==> src/rtl/ser_rx_align_if.sv <==
// Serial receive link: bit input side (enable/data_in/realign) and aligned word output side.
// Latency: none (wires only).
// Backpressure: none; the receiver cannot stall, and consumers must take every data_valid pulse.
interface ser_rx_align_if #(
  parameter int WIDTH = 8
);
  logic             enable;
  logic             data_in;
  logic             realign;
  logic [WIDTH-1:0] data_out;
  logic             data_valid;
  logic             is_sync;
  logic             locked;
  logic [15:0]      word_count;

  // Source side: drives serial bits and realign, observes the aligned words.
  modport master (
    output enable, data_in, realign,
    input  data_out, data_valid, is_sync, locked, word_count
  );

  // Receiver side.
  modport slave (
    input  enable, data_in, realign,
    output data_out, data_valid, is_sync, locked, word_count
  );
endinterface

==> src/rtl/ser_rx_align.sv <==
// Serial-to-parallel receiver: hunts the sync word at any bit offset, confirms it, then emits aligned words.
// Latency: data_valid/data_out are registered on the edge that samples the word's last bit.
// Backpressure: none; enable=0 freezes all state, and realign drops lock back to hunting.
module ser_rx_align #(
  parameter int               WIDTH      = 8,
  parameter logic [WIDTH-1:0] SYNC_WORD  = 8'hBC,
  parameter int               LOCK_COUNT = 4
) (
  input logic          clock_160,
  input logic          reset,
  ser_rx_align_if.slave rx
);

  localparam int BW = (WIDTH > 2) ? $clog2(WIDTH) : 1;
  localparam int HW = (LOCK_COUNT > 1) ? $clog2(LOCK_COUNT + 1) : 1;
  localparam logic [BW-1:0] LAST_BIT = BW'(WIDTH - 1);
  localparam logic [HW-1:0] LAST_HIT = HW'(LOCK_COUNT - 1);

  localparam logic [1:0] HUNT   = 2'd0;
  localparam logic [1:0] CHECK  = 2'd1;
  localparam logic [1:0] LOCKED = 2'd2;

  logic [1:0]       state;
  logic [WIDTH-1:0] shreg;
  logic [WIDTH-1:0] shreg_nxt;
  logic [BW-1:0]    bit_cnt;
  logic [HW-1:0]    hits;
  logic             word_end;
  logic             sync_hit;

  logic [WIDTH-1:0] data_out_q;
  logic             data_valid_q;
  logic             is_sync_q;
  logic             locked_q;
  logic [15:0]      word_count_q;

  // The comparisons always look at the window including the bit arriving this cycle.
  assign shreg_nxt = {shreg[WIDTH-2:0], rx.data_in};
  assign word_end  = (bit_cnt == LAST_BIT);
  assign sync_hit  = (shreg_nxt == SYNC_WORD);

  assign rx.data_out   = data_out_q;
  assign rx.data_valid = data_valid_q;
  assign rx.is_sync    = is_sync_q;
  assign rx.locked     = locked_q;
  assign rx.word_count = word_count_q;

  // Alignment FSM, shift register and word emission; realign overrides the FSM but not the shift.
  always_ff @(posedge clock_160) begin
    if (reset) begin
      state        <= HUNT;
      shreg        <= '0;
      bit_cnt      <= '0;
      hits         <= '0;
      data_out_q   <= '0;
      data_valid_q <= 1'b0;
      is_sync_q    <= 1'b0;
      locked_q     <= 1'b0;
      word_count_q <= '0;
    end else begin
      data_valid_q <= 1'b0;
      is_sync_q    <= 1'b0;
      if (rx.enable) begin
        shreg <= shreg_nxt;
      end
      if (rx.realign) begin
        // shreg keeps shifting so a sync overlapping the realign point is still found.
        state    <= HUNT;
        hits     <= '0;
        bit_cnt  <= '0;
        locked_q <= 1'b0;
      end else if (rx.enable) begin
        case (state)
          HUNT: begin
            if (sync_hit) begin
              hits    <= HW'(1);
              bit_cnt <= '0;
              if (LOCK_COUNT == 1) begin
                state    <= LOCKED;
                locked_q <= 1'b1;
              end else begin
                state <= CHECK;
              end
            end
          end
          CHECK: begin
            if (word_end) begin
              bit_cnt <= '0;
              if (sync_hit) begin
                hits <= hits + 1'b1;
                if (hits == LAST_HIT) begin
                  // The sync word completing lock is not emitted.
                  state    <= LOCKED;
                  locked_q <= 1'b1;
                end
              end else begin
                state <= HUNT;
                hits  <= '0;
              end
            end else begin
              bit_cnt <= bit_cnt + 1'b1;
            end
          end
          LOCKED: begin
            if (word_end) begin
              bit_cnt      <= '0;
              data_out_q   <= shreg_nxt;
              data_valid_q <= 1'b1;
              is_sync_q    <= sync_hit;
              word_count_q <= word_count_q + 16'd1;
            end else begin
              bit_cnt <= bit_cnt + 1'b1;
            end
          end
          default: begin
            state    <= HUNT;
            hits     <= '0;
            bit_cnt  <= '0;
            locked_q <= 1'b0;
          end
        endcase
      end
    end
  end

endmodule

==> src/flat_wrapper.sv <==
// flat-port wrapper written by rule: the top's interface ports become plain ports
module ser_rx_align_flat 
#(
  parameter int               WIDTH      = 8,
  parameter logic [WIDTH-1:0] SYNC_WORD  = 8'hBC,
  parameter int               LOCK_COUNT = 4
)
  (clock_160, reset, rx_enable, rx_data_in, rx_realign, rx_data_out, rx_data_valid, rx_is_sync, rx_locked, rx_word_count);
  ser_rx_align_if #(.WIDTH(WIDTH)) rx_i ();
  input logic clock_160;
  input logic reset;
  input wire logic [$bits(rx_i.enable)-1:0] rx_enable;
  input wire logic [$bits(rx_i.data_in)-1:0] rx_data_in;
  input wire logic [$bits(rx_i.realign)-1:0] rx_realign;
  output wire logic [$bits(rx_i.data_out)-1:0] rx_data_out;
  output wire logic [$bits(rx_i.data_valid)-1:0] rx_data_valid;
  output wire logic [$bits(rx_i.is_sync)-1:0] rx_is_sync;
  output wire logic [$bits(rx_i.locked)-1:0] rx_locked;
  output wire logic [$bits(rx_i.word_count)-1:0] rx_word_count;
  assign rx_i.enable = rx_enable;
  assign rx_i.data_in = rx_data_in;
  assign rx_i.realign = rx_realign;
  assign rx_data_out = rx_i.data_out;
  assign rx_data_valid = rx_i.data_valid;
  assign rx_is_sync = rx_i.is_sync;
  assign rx_locked = rx_i.locked;
  assign rx_word_count = rx_i.word_count;
  ser_rx_align #(.WIDTH(WIDTH), .SYNC_WORD(SYNC_WORD), .LOCK_COUNT(LOCK_COUNT)) u_core (.clock_160(clock_160), .reset(reset), .rx(rx_i));
endmodule
==> config.mk <==
export PLATFORM = sky130hd
export DESIGN_NAME = ser_rx_align_flat
export DESIGN_NICKNAME = d
export VERILOG_FILES = /design/src/rtl/ser_rx_align_if.sv /design/src/rtl/ser_rx_align.sv /design/src/flat_wrapper.sv
export SDC_FILE = /design/constraint.sdc
export NUM_CORES = 1
export LEC_CHECK = 0
export ABC_AREA = 1
export ABC_CLOCK_PERIOD_IN_PS = 2000
export CAP_MARGIN = 20
export CORE_MARGIN = 2
export CORE_UTILIZATION = 45
export CTS_CLUSTER_SIZE = 14
export DETAILED_ROUTE_END_ITERATION = 7
export GPL_ROUTABILITY_DRIVEN = 0
export PLACE_DENSITY = 0.65
export SLEW_MARGIN = 10
export SYNTH_ARGS = -nofsm -noshare
export SYNTH_HDL_FRONTEND = slang
export SYNTH_SLANG_ARGS = --single-unit
==> constraint.sdc <==
create_clock -name clock_160 -period 2 [get_ports clock_160]
set_input_delay 0.4 -clock clock_160 [delete_from_list [all_inputs] [get_ports clock_160]]
set_output_delay 0.4 -clock clock_160 [all_outputs]
set_load 0.005 [all_outputs]
==> results of run 1 <==
[how the worst max path moves through the flow]
stage | end | slack, ns | cells after the start
after floorplan | u_core.rx.word_count[12]$_SDFFE_PP0P_ | 0.46 | 11
after global placement | u_core.rx.word_count[3]$_SDFFE_PP0P_ | 0.08 | 4
after detailed placement | u_core.rx.word_count[3]$_SDFFE_PP0P_ | 0.12 | 4
after CTS | u_core.rx.word_count[14]$_SDFFE_PP0P_ | 0.31 | 10
after global routing | u_core.rx.word_count[14]$_SDFFE_PP0P_ | 0.17 | 10
final | u_core.rx.word_count[14]$_SDFFE_PP0P_ | 0.32 | 10
[critical path, delay by kind of cell (launching register included)]
kind            cells  cell delay (ns)
compound gates      1             0.15
fa+ha+maj           2             0.42
buf+inv             3             0.29
flops               1             0.32
simple gates        4             0.39
[cells in the final DEF, fill, tap and decap left out, drive strengths merged]
master	instances
a211oi	1
clkdlybuf4s50	31
nand2	40
o21a	1
clkinv	2
nor3	3
nand3b	1
inv	32
nand4	4
ha	8
clkbuf	6
a21oi	21
nor2	54
bufinv	1
dfxtp	42
clkinvlp	1
buf	6
nand3	12
xor2	2
o21ai	29
[layout make-up]
class | count | area, um^2
Clock inverter | 2 | 37.5
Multi-Input combinational cell | 176 | 898
Fill cell | 403 | 1660
Inverter | 34 | 133
Sequential cell | 42 | 841
Tap cell | 50 | 62.6
Timing Repair Buffer | 37 | 355
Clock buffer | 6 | 72.6
[registers in the layout (all words and copies together) (netlist names)]
| register | cells |
|---|---|
| u_core.rx.locked | 1 |
| u_core.hits | 3 |
| u_core.shreg | 7 |
| u_core.rx.word_count | 16 |
| u_core.rx.data_valid | 1 |
| u_core.state | 2 |
| u_core.rx.is_sync | 1 |
| u_core.bit_cnt | 3 |
| u_core.rx.data_out | 8 |
[through the flow]
stage / hold WS [ns] / utilization (%) / instance area (um^2) / setup WS [ns] / cells
6_report: 0.463 / 59.1 / 2400 / 0.320 / 347
5_1_grt: 0.495 / 59.1 / 2400 / 0.171 / 347
4_1_cts: 0.470 / 59.1 / 2400 / 0.307 / 347
3_5_place_dp: 0.457 / 56.4 / 2290 / 0.122 / 339
3_3_place_gp: 0.451 / 56.4 / 2290 / 0.0830 / 339
2_1_floorplan: 0.445 / - / 1910 / 0.464 / 258
[where the power goes]
part           internal [W]  switching [W]   total, W
Clock              0.000372       0.000289   0.000661
Combinational     0.0000247      0.0000369  0.0000616
Sequential         0.000844     0.00000661   0.000851
Total               0.00124       0.000332    0.00157
[per-layer routing]
layer	vias up	track usage, %	wire length, um
met5	-	0	0
met4	0	5.88	59
met3	6	4.36	117
met2	31	28.3	1800
met1	733	20.3	1810
li1	899	-	-
[cells by family (layout without fill, tap and decap cells)]
group | count (synthesis) | count (layout)
adder cells (fa/ha/maj) | 8 | 8
AO/OA/AOI/OAI | 52 | 52
flip-flops | 42 | 42
XOR/XNOR | 2 | 2
buffers and inverters | 40 | 79
AND/OR/NAND/NOR | 114 | 114
==> results list, run 1 <==
- In the final design database the tool counted 309 nets.
- For this run, the slowest stage of the critical path takes 0.32 ns.
* Die boundary height: 69.2 um
- In this run the tool buffered the top-level ports with 31 buffer cells.
* Worst Hold Depth: 2
- Core area: 4060 um^2
- Final critical delay including setup and external delays: 1.68 ns
- Summing the areas of all compound-gate instances in the mapped netlist gives 14.3% of the synthesized area.
* Required @ worst endpoint: 2.19 ns
- Area of the die: 4790 um^2
- The repair_antennas step left the layout with diodes totalling 0.
* Share of synthesized registers carrying an async set or reset: 0%
- The post-route netlist has 9.09% of its cells at a drive strength greater than 1.
* Arrival time reported for the critical path endpoint: 1.87 ns
* Std cell rows: 23
* Resized Gates After CTS: 0
* Final sum of negative setup slack: 0 ns
- By area the synthesized netlist is led by sky130_fd_sc_hd__dfxtp_1 44%, sky130_fd_sc_hd__nor2_1 10%, sky130_fd_sc_hd__nand2_1 7.5%.
* Post-route DRC: 0
- Total design power: 0.00157 W
* Overall die width: 69.2 um
* Slew @ Worst Pin: 0.663 ns
- In the synthesized netlist, the number of instances is 258.
- Clk sinks: 42
* XOR/XNOR Fraction of Synth Area: 0.916%
- The via count of the first global-routing pass came to 1494.
* Cell area after technology mapping: 1910 um^2
* Count of TritonRoute iterations in the first routing pass: 4
- Largest area contributor in the synthesized netlist: sky130_fd_sc_hd__dfxtp_1
- Unique cell type count in the Yosys netlist: 26
* Leakage dissipation: 0.953 nW
- Unrepaired setup endpoints after global routing: no
* Insertion delay of the later-clocked pin in the worst-skew pair: 0.29 ns
- After Yosys synthesis, and, or, nand and nor cells account for 26.6% of the synthesized area.
* HP Start: u_core.rx.word_count[4]$_SDFFE_PP0P_
- Max-slew violation count: 0
- Post-DR wirelength/cell: 10.9 um
- Share of the yosys chip area belonging to registers: 44.0%
- For this block, the routed nets add up to 3780 um of wire.
* Number of buffers inserted during clock tree synthesis: 5
- Number of warning messages in the yosys log: 0
- Worst slew margin: 55.8%
- Of the post-synthesis cell area, the dominant cell type holds 44.0%.
- Clock tree synthesis selected as its root buffer the cell sky130_fd_sc_hd__clkbuf_8.
* Max Fclk: 0.595 GHz
- After Yosys synthesis, full adders, half adders and majority gates account for 5.24% of the synthesized area.
- Worst setup startpoint: u_core.bit_cnt[0]$_SDFFE_PP0P_
- When the netlist entered floorplanning its net count stood at 271.
- Max VDD drop: 0.000333 V
- The setup path with the least slack is of type register to register.
* Final setup skew: 0.00712 ns
- Path category of the worst min-delay check: register to register
- Number of enable flip-flop cells after synthesis: 0
* PwrDens: 656 nW/um^2
- Yosys instantiated no cell more often than sky130_fd_sc_hd__nor2_1.
* RR Startpoint: u_core.bit_cnt[0]$_SDFFE_PP0P_
* Initial antenna violation count: 0
- Detailed Route Iter0 Violations: 51
- Wire length of the first global-routing pass: 6540 um
- Hold buffers post-CTS: 0
* Top-level port count: 32
* R2r setup slk: 0.32 ns
* Worst flop-to-flop path endpoint: u_core.rx.word_count[14]$_SDFFE_PP0P_
- For this configuration, the core starts out at a cell density of 47.1%.
* Post-detailed-route count of antenna-violating nets: 0
* Crit-path slowest cell: sky130_fd_sc_hd__dfxtp_1
- Number of hold violations in the final report: 0
- Summed over all layers, the global routing overflow is 0.
- Cells along the critical path: ha_1, ha_1, nand2_2, inv_2, nand2_2, clkinv_4, nand4_4, clkinv_1, a21oi_1, nor2_1
* Buffers inserted by post-CTS timing repair: 0
* Max Buffers Root-to-Sink: 2
- In this run the worst path has a maximum fanout of 15.
- For the worst flop-to-flop path, the logic depth is 10.
* Count of max-cap constraint violations: 0
* Launching element type of the critical path: register
- Setup violations remaining at the end of the flow were counted as 0.
- After synthesis, the most frequently instantiated cells are 53 x sky130_fd_sc_hd__nor2_1, 42 x sky130_fd_sc_hd__dfxtp_1, 38 x sky130_fd_sc_hd__nand2_1, 29 x sky130_fd_sc_hd__inv_1, 28 x sky130_fd_sc_hd__o21ai_0.
- Vias: 1669
* All-layer global routing usage: 16.7%
- Dpl hpwl: 2850 um
* Pin count of the biggest net entering global routing: 28
* Area Growth Syn to Fin: 25.5%
- Prevailing post-synth register cell: sky130_fd_sc_hd__dfxtp_1
- The run finished with clean final reports.
* Final critical-path share of the clock period: 84.0%
- The H-tree generated during clock tree synthesis spans 2 levels.
- After synthesis, the share of cell area in mux cells is 0%.
- Main combinational cell family by area after synthesis: simple AND/OR/NAND/NOR gates
* Flip-flop and latch count after synthesis: 42
* TritonCTS clock tree: built
- Clock-pin slew was measured on the worst setup and hold paths at 0.08 ns.
* Hold EP: u_core.rx.word_count[4]$_SDFFE_PP0P_
- Average size of a mapped cell: 7.41 um^2
- The worst setup path is captured at a register.
- After detailed routing, the number of vias per cell comes to 4.81.
Note: power is estimated with default switching activity, not from simulation.
==> inputs of run 2 (changes only) <==
--- a/config.mk
+++ b/config.mk
@@ -6,7 +6,7 @@
 export NUM_CORES = 1
 export LEC_CHECK = 0
 export ABC_AREA = 1
-export ABC_CLOCK_PERIOD_IN_PS = 2000
+export ABC_CLOCK_PERIOD_IN_PS = 1600
 export CAP_MARGIN = 20
 export CORE_MARGIN = 2
 export CORE_UTILIZATION = 45
==> constraint.sdc (replaced) <==
create_clock -name clock_160 -period 1.6 [get_ports clock_160]
set_input_delay 0.32 -clock clock_160 [delete_from_list [all_inputs] [get_ports clock_160]]
set_output_delay 0.32 -clock clock_160 [all_outputs]
set_load 0.005 [all_outputs]
==> run 2 against run 1 <==
Global-route usage is 0.36 points lower. Combinational power is 34% higher. Die area stayed put. Largest cell class unchanged. Critical path depth is 9 lower. Count of clock-buffer cells in the layout is 1 lower. Critical endpoint is now rx_word_count[8].
==> results list, run 2 (synthesis results as in run 1) <==
* Internal Dissipation: 0.00155 W
- In this run the power density over the cells is 767 nW/um^2.
- R2r setup slk: 0.08 ns
- Worst slew margin: 76.4%
* Area of the die: 4790 um^2
* Number of I/O port buffers: 31
- In the final layout, flip-flops and latches occupy 847 um^2.
- The initial utilization of the core area, before any placement, comes to 47.1%.
- Max VDD drop: 0.000518 V
- Switching Fraction: 21.2%
- Max FFs per register: 16
- The detailed router placed 1722 vias in this run.
- Antenna cells: 0
* Number of hold violations in the final report: 0
- In this run the standard cell core region covers 4060 um^2.
- Share of power burned in registers: 54.1%
- Overall die width: 69.2 um
- STA puts the critical path data required time at 1.28 ns.
- Final critical-path setup slack: 0.0574 ns
- Final hold analysis gives a worst-case slack of 0.461 ns.
- After clock tree synthesis, the clock-pin slew on the worst setup and hold paths is 0.08 ns.
- Final routed wirelength across all metal layers: 3870 um
- After layout, the worst path uses 96.4% of the clock period.
- The share of total power dissipated in the clock network is 41.7%.
- Counting both buffers and inverters, the worst setup path holds a total of 1.
* Slew @ Worst Pin: 0.351 ns
- Power comes to 0.00197 W.
- Clock Tree Root: sky130_fd_sc_hd__clkbuf_8
* Initial antenna violation count: 0
- Highest cell delay on the worst timing path: 0.53 ns
* Setup slack at placement: -0.163 ns
- Among cell families on the critical path, the largest total delay comes from buffers and inverters.
- Entering global routing, the biggest net connects 28 pins.
- In this run the number of cells on the critical path is 1.
* Wire length of the first global-routing pass: 6530 um
- Traced cell by cell, the critical path runs through clkdlybuf4s50_1.
* Final-report setup violation count: 0
- Worst flop-to-flop path endpoint: u_core.rx.word_count[13]$_SDFFE_PP0P_
- Area of all placed cells without fillers: 2560 um^2
* Max Fclk: 0.648 GHz
- Path category of the worst min-delay check: register to register
- Top-level port count: 32
- Worst reg2reg path depth: 11
- Once detailed placement completed, the half-perimeter wirelength came to 2890 um.
* Final critical delay including setup and external delays: 1.54 ns
* Final setup skew: 0.00444 ns
- Count of max-cap constraint violations: 0
- Post-DR wirelength/cell: 10.8 um
* Inst Count DP: 349
* H-tree level count: 2
- Share of total power in combinational logic: 4.2%
- Max-slew violation count: 0
- Net switching component of the power: 0.000416 W
- In the final layout, the multi-input gates occupy 956 um^2.
- Commonest cells after routing, fill and taps aside: 49 x sky130_fd_sc_hd__nor2_1, 38 x sky130_fd_sc_hd__nand2_1, 37 x sky130_fd_sc_hd__dfxtp_1, 31 x sky130_fd_sc_hd__clkdlybuf4s50_1, 29 x sky130_fd_sc_hd__inv_1
- The filler cells instantiated in the layout total 373.
- Placed cell area: 2380 um^2
- For this design the static power due to leakage is 1.03 nW.
- Once detail routing completed, the nets flagged for antenna violations numbered 0.
- The via count of the first global-routing pass was 1533.
* Via/cell ratio: 4.80
- In the final layout, the share of cells above drive strength 1 is 16.5%.
- Launching element type of the critical path: register
- In this run the deepest clock path goes through 2 buffers.
* Result of the run: completed
- TritonCTS built the clock tree.
- The library cell used most frequently in the layout, excluding fill and tap cells, is sky130_fd_sc_hd__nor2_1.
* All-layer global routing usage: 16.3%
- Global route total overflow: 0
- The die is 69.2 um tall.
- The floorplan has 23 rows.
* Critical Path End: rx_word_count[8]
* Detailed Route Iter0 Violations: 63
- Crit-path slowest cell: sky130_fd_sc_hd__clkdlybuf4s50_1
* Insertion delay of the later-clocked pin in the worst-skew pair: 0.29 ns
- The area growth from synthesis to layout is 34.2%.
* Kind of end point of the critical path: output pin
* Number of nets in the final layout: 321
- In this run the worst path has a maximum fanout of 5.
* Arrival time reported for the critical path endpoint: 1.22 ns
- Startpoint-to-endpoint class of the critical path: register to output pin
- Worst setup startpoint: u_core.rx.word_count[8]$_SDFFE_PP0P_
- For this run, design rule violations remaining after detail routing come to 0.
- Buffers inserted during clock tree synthesis total 5.
* RR Startpoint: u_core.bit_cnt[0]$_SDFFE_PP0P_
- Hold repair after CTS inserted 0 buffers.
* Post-route insts no fill: 359
- For this design, the sink count on the clock tree is 42.
- The first detailed-routing pass took 4 iterations.
run 2: changes by cell type in the layout (fill, tap and decap cells not counted), moves of 4 or more:
| cell | previous run | this run |
|---|---|---|
| sky130_fd_sc_hd__buf_4 | 6 | 17 |
| sky130_fd_sc_hd__nor2_1 | 53 | 49 |
| sky130_fd_sc_hd__dfxtp_2 | 0 | 5 |
| sky130_fd_sc_hd__dfxtp_1 | 42 | 37 |
run 2: cell type report:
class | count | area share [%]
Clock inverter | 3 | 1.56
Clock buffer | 5 | 2.68
Tap cell | 50 | 2.44
Sequential cell | 42 | 33.0
Inverter | 34 | 5.17
Multi-Input combinational cell | 176 | 37.3
Timing Repair Buffer | 49 | 17.9
run 2: how the worst min path moves through the flow:
stage,start,to,cells past startpoint
global route,u_core.bit_cnt[1]$_SDFFE_PP0P_,u_core.bit_cnt[1]$_SDFFE_PP0P_,2
detailed placement,u_core.rx.word_count[4]$_SDFFE_PP0P_,u_core.rx.word_count[4]$_SDFFE_PP0P_,2
floorplan,u_core.bit_cnt[1]$_SDFFE_PP0P_,u_core.bit_cnt[1]$_SDFFE_PP0P_,2
CTS,u_core.rx.word_count[4]$_SDFFE_PP0P_,u_core.rx.word_count[4]$_SDFFE_PP0P_,2
finish,u_core.rx.word_count[4]$_SDFFE_PP0P_,u_core.rx.word_count[4]$_SDFFE_PP0P_,2
global placement,u_core.rx.word_count[4]$_SDFFE_PP0P_,u_core.rx.word_count[4]$_SDFFE_PP0P_,2
run 2: per-layer routing:
| layer | wire length (um) | GRT usage, % |
|---|---|---|
| met1 | 1800 | 20.0 |
| met2 | 1910 | 27.9 |
| met4 | 26 | 4.58 |
| met3 | 140 | 4.65 |
| met5 | 0 | 0 |
run 2: timing repair:
action | in CTS | in global routing
resized for setup | 2 | 17
pin swaps | 0 | 4
endpoints found under the setup margin | 1 | 9
buffers inserted | 0 | 2
hold endpoints to repair | 0 | 0
run 2: metrics by stage:
stage               util, %  TNS (ns)
global placement       58.6     -1.15
finish                 63.2         0
detailed placement     58.6     -1.52
global route           63.2   -0.0244
floorplan                 -         0
CTS                    61.5         0
run 2: power by group through the flow:
stage	registers [W]	clock network (W)	logic, W
after floorplan	0.00109	0	0.0000485
after global placement	0.00109	0	0.0000815
after detailed placement	0.00109	0	0.0000827
after CTS	0.00106	0.000844	0.0000830
after global routing	0.00107	0.000882	0.0000959
final	0.00106	0.000820	0.0000825
==> inputs of run 3 (changes only) <==
--- a/config.mk
+++ b/config.mk
@@ -8,12 +8,13 @@
 export ABC_AREA = 1
 export ABC_CLOCK_PERIOD_IN_PS = 1600
 export CAP_MARGIN = 20
+export CORE_ASPECT_RATIO = 0.7
 export CORE_MARGIN = 2
-export CORE_UTILIZATION = 45
+export CORE_UTILIZATION = 42
 export CTS_CLUSTER_SIZE = 14
 export DETAILED_ROUTE_END_ITERATION = 7
 export GPL_ROUTABILITY_DRIVEN = 0
-export PLACE_DENSITY = 0.65
+export PLACE_DENSITY = 0.61
 export SLEW_MARGIN = 10
 export SYNTH_ARGS = -nofsm -noshare
 export SYNTH_HDL_FRONTEND = slang
==> run 3 against run 2 <==
Cell count is 2.5% higher. Flip-flop and latch count stayed put. Largest cell class unchanged. Critical endpoint is now rx_word_count[0]. Highest routed layer unchanged. Combinational power is 9.7% higher. Core utilization is 1.7 points lower. Hold slack better by 0.0030 ns. Maximum frequency is 0.80% lower. Die area is 6.9% higher.
==> results list, run 3 (synthesis results as in run 1) <==
* Result of the run: completed
- Area Growth Syn to Fin: 40.1%
* Antenna cells: 0
- PwrDens: 821 nW/um^2
- Std cell rows: 20
- The final count of hold timing violations is 0.
- Detailed Route Iter0 Violations: 118
- Slew @ Worst Pin: 0.360 ns
* Path category of the worst min-delay check: register to register
* Worst reg2reg path depth: 10
- Clk sinks: 42
- Unrepaired setup endpoints after global routing: yes
- Clock-pin slew was measured on the worst setup and hold paths at 0.08 ns.
- Leakage dissipation: 1.08 nW
- Largest delay contributor family on the critical path: buffers and inverters
- In this run the horizontal extent of the chip is 84.6 um.
- Most common cell after layout, fill and taps aside: sky130_fd_sc_hd__nor2_1
- The first detailed-routing pass ran for 4 iterations.
* Worst slew margin: 75.8%
* Kind of end point of the critical path: output pin
- Entering global routing, the biggest net connects 22 pins.
* Crit-path max FO: 3
* Initial antenna violation count: 0
- Cells fill 61.5% of the core in the end.
* Effective utilization at floorplan: 43.9%
- All-layer global routing usage: 17.0%
* Worst path depth: 2
* Required @ worst endpoint: 1.28 ns
* R2r setup slk: 0.07 ns
- The die covers 5120 um^2.
- H-tree level count: 2
* RR Startpoint: u_core.bit_cnt[1]$_SDFFE_PP0P_
- The routed layout has 1756 vias.
- The post-route netlist has 21.1% of its cells at a drive strength greater than 1.
- Via/cell ratio: 4.77
* Worst flop-to-flop path endpoint: u_core.rx.word_count[5]$_SDFFE_PP0P_
- Cells along the critical path: buf_4, clkdlybuf4s50_1
- Number of buffers inserted during clock tree synthesis: 5
* Final setup skew: 0.00321 ns
* TritonCTS clock tree: built
- The first global-routing pass estimated 6730 um of wire.
- Startpoint-to-endpoint class of the critical path: register to output pin
* Placed cell area: 2410 um^2
- In the layout the commonest cells are 49 x sky130_fd_sc_hd__nor2_1, 36 x sky130_fd_sc_hd__nand2_1, 32 x sky130_fd_sc_hd__dfxtp_1, 31 x sky130_fd_sc_hd__clkdlybuf4s50_1, 27 x sky130_fd_sc_hd__inv_1.
- In this run, placement finished with an instance count of 358.
- After routing the design area is 2680 um^2.
- Together, buffers and inverters on the worst path number 2.
- Post-route insts no fill: 368
- Critical Path End: rx_word_count[0]
* Crit-path slowest cell: sky130_fd_sc_hd__clkdlybuf4s50_1
- Worst setup startpoint: u_core.rx.word_count[0]$_SDFFE_PP0P_
* Insertion delay of the later-clocked pin in the worst-skew pair: 0.30 ns
- Launching element type of the critical path: register
- Final routed wirelength across all metal layers: 4240 um
- Number of nets in the final layout: 325
- Die boundary height: 60.5 um
- Max VDD drop: 0.000689 V
* Top-level port count: 32
- After layout, the worst path uses 97.2% of the clock period.
- Post-detailed-route count of antenna-violating nets: 0
* Count of max-cap constraint violations: 0
- After global routing the overflow that remains totals 0.
- After detailed routing, the number of remaining DRC violations is 0.
- Max Fclk: 0.643 GHz
- The filler cells instantiated in the layout total 414.
* Number of I/O port buffers: 31
- Counting along the longest clock path gives a buffer depth of 2.
- Max-slew violation count: 0
- The via count of the first global-routing pass came to 1475.
- At the worst endpoint, the arrival time is 1.23 ns.
- Post-DR wirelength/cell: 11.5 um
- Highest cell delay on the worst timing path: 0.50 ns
- Setup violations remaining at the end of the flow were counted as 0.
* Clock Tree Root: sky130_fd_sc_hd__clkbuf_8
- After layout, the minimum clock period comes to 1.55 ns.
* Dpl hpwl: 3020 um
- Core area: 4350 um^2
* Max FFs per register: 16
-- run 3: repair_timing --
| action | 4_1_cts | 5_1_grt |
|---|---|---|
| hold buffers | 0 | 0 |
| pin swaps | 0 | 8 |
| buffers inserted | 0 | 2 |
| endpoints found under the setup margin | 5 | 24 |
| gates resized for setup | 4 | 32 |
-- run 3: final cells by class --
type                       instances  area (um^2)  area share, %
timing repair buffer              53          495           18.5
multi-input combinational        176          983           36.7
inverter                          34          135           5.04
clock inverter                     2         60.1           2.24
sequential                        42          853           31.9
clock buffer                       6         82.6           3.08
tap                               55         68.8           2.57
-- run 3: worst reg2reg max path, stage by stage, from the launching register on --
cell	delay, ns
sky130_fd_sc_hd__dfxtp_2	0.36
sky130_fd_sc_hd__ha_4	0.15
sky130_fd_sc_hd__ha_4	0.15
sky130_fd_sc_hd__nand2_4	0.06
sky130_fd_sc_hd__inv_4	0.06
sky130_fd_sc_hd__nand2_4	0.07
sky130_fd_sc_hd__nor2_4	0.19
sky130_fd_sc_hd__buf_6	0.12
sky130_fd_sc_hd__nand2_1	0.07
sky130_fd_sc_hd__o21ai_1	0.15
sky130_fd_sc_hd__a21oi_1	0.05
-- run 3: worst min-delay path by stage --
stage,endpoint,slack [ns],cells after the start,startpoint
2_1_floorplan,u_core.bit_cnt[1]$_SDFFE_PP0P_,0.45,2,u_core.bit_cnt[1]$_SDFFE_PP0P_
3_3_place_gp,u_core.rx.word_count[4]$_SDFFE_PP0P_,0.45,2,u_core.rx.word_count[4]$_SDFFE_PP0P_
3_5_place_dp,u_core.rx.word_count[4]$_SDFFE_PP0P_,0.46,2,u_core.rx.word_count[4]$_SDFFE_PP0P_
4_1_cts,u_core.rx.word_count[4]$_SDFFE_PP0P_,0.47,2,u_core.rx.word_count[4]$_SDFFE_PP0P_
5_1_grt,u_core.rx.word_count[4]$_SDFFE_PP0P_,0.50,2,u_core.rx.word_count[4]$_SDFFE_PP0P_
6_report,u_core.rx.word_count[4]$_SDFFE_PP0P_,0.46,2,u_core.rx.word_count[4]$_SDFFE_PP0P_
-- run 3: layer usage --
metal	wire [um]	up-vias	part of all wire [%]	global-route usage, %
met2	1670	34	39	23.2
met3	184	6	4.3	4.76
li1	-	942	-	-
met4	57	0	1.3	7.03
met1	2330	774	55	25.1
met5	0	-	0	0
-- run 3: stage by stage --
stage | total power (W) | setup WS (ns) | hold WS [ns] | setup TNS [ns]
2_1_floorplan | 0.00113 | 0.0642 | 0.445 | 0
3_3_place_gp | 0.00118 | -0.128 | 0.455 | -0.988
3_5_place_dp | 0.00118 | -0.177 | 0.457 | -1.72
4_1_cts | 0.00221 | 0.00266 | 0.471 | 0
5_1_grt | 0.00227 | -0.0642 | 0.498 | -0.147
6_report | 0.00220 | 0.0450 | 0.464 | 0
-- run 3: where the power goes --
group / switching, W / internal (W) / total, W
Clock: 0.000379 / 0.000666 / 0.00104
Sequential: 0.00000880 / 0.00106 / 0.00106
Combinational: 0.0000513 / 0.0000392 / 0.0000905
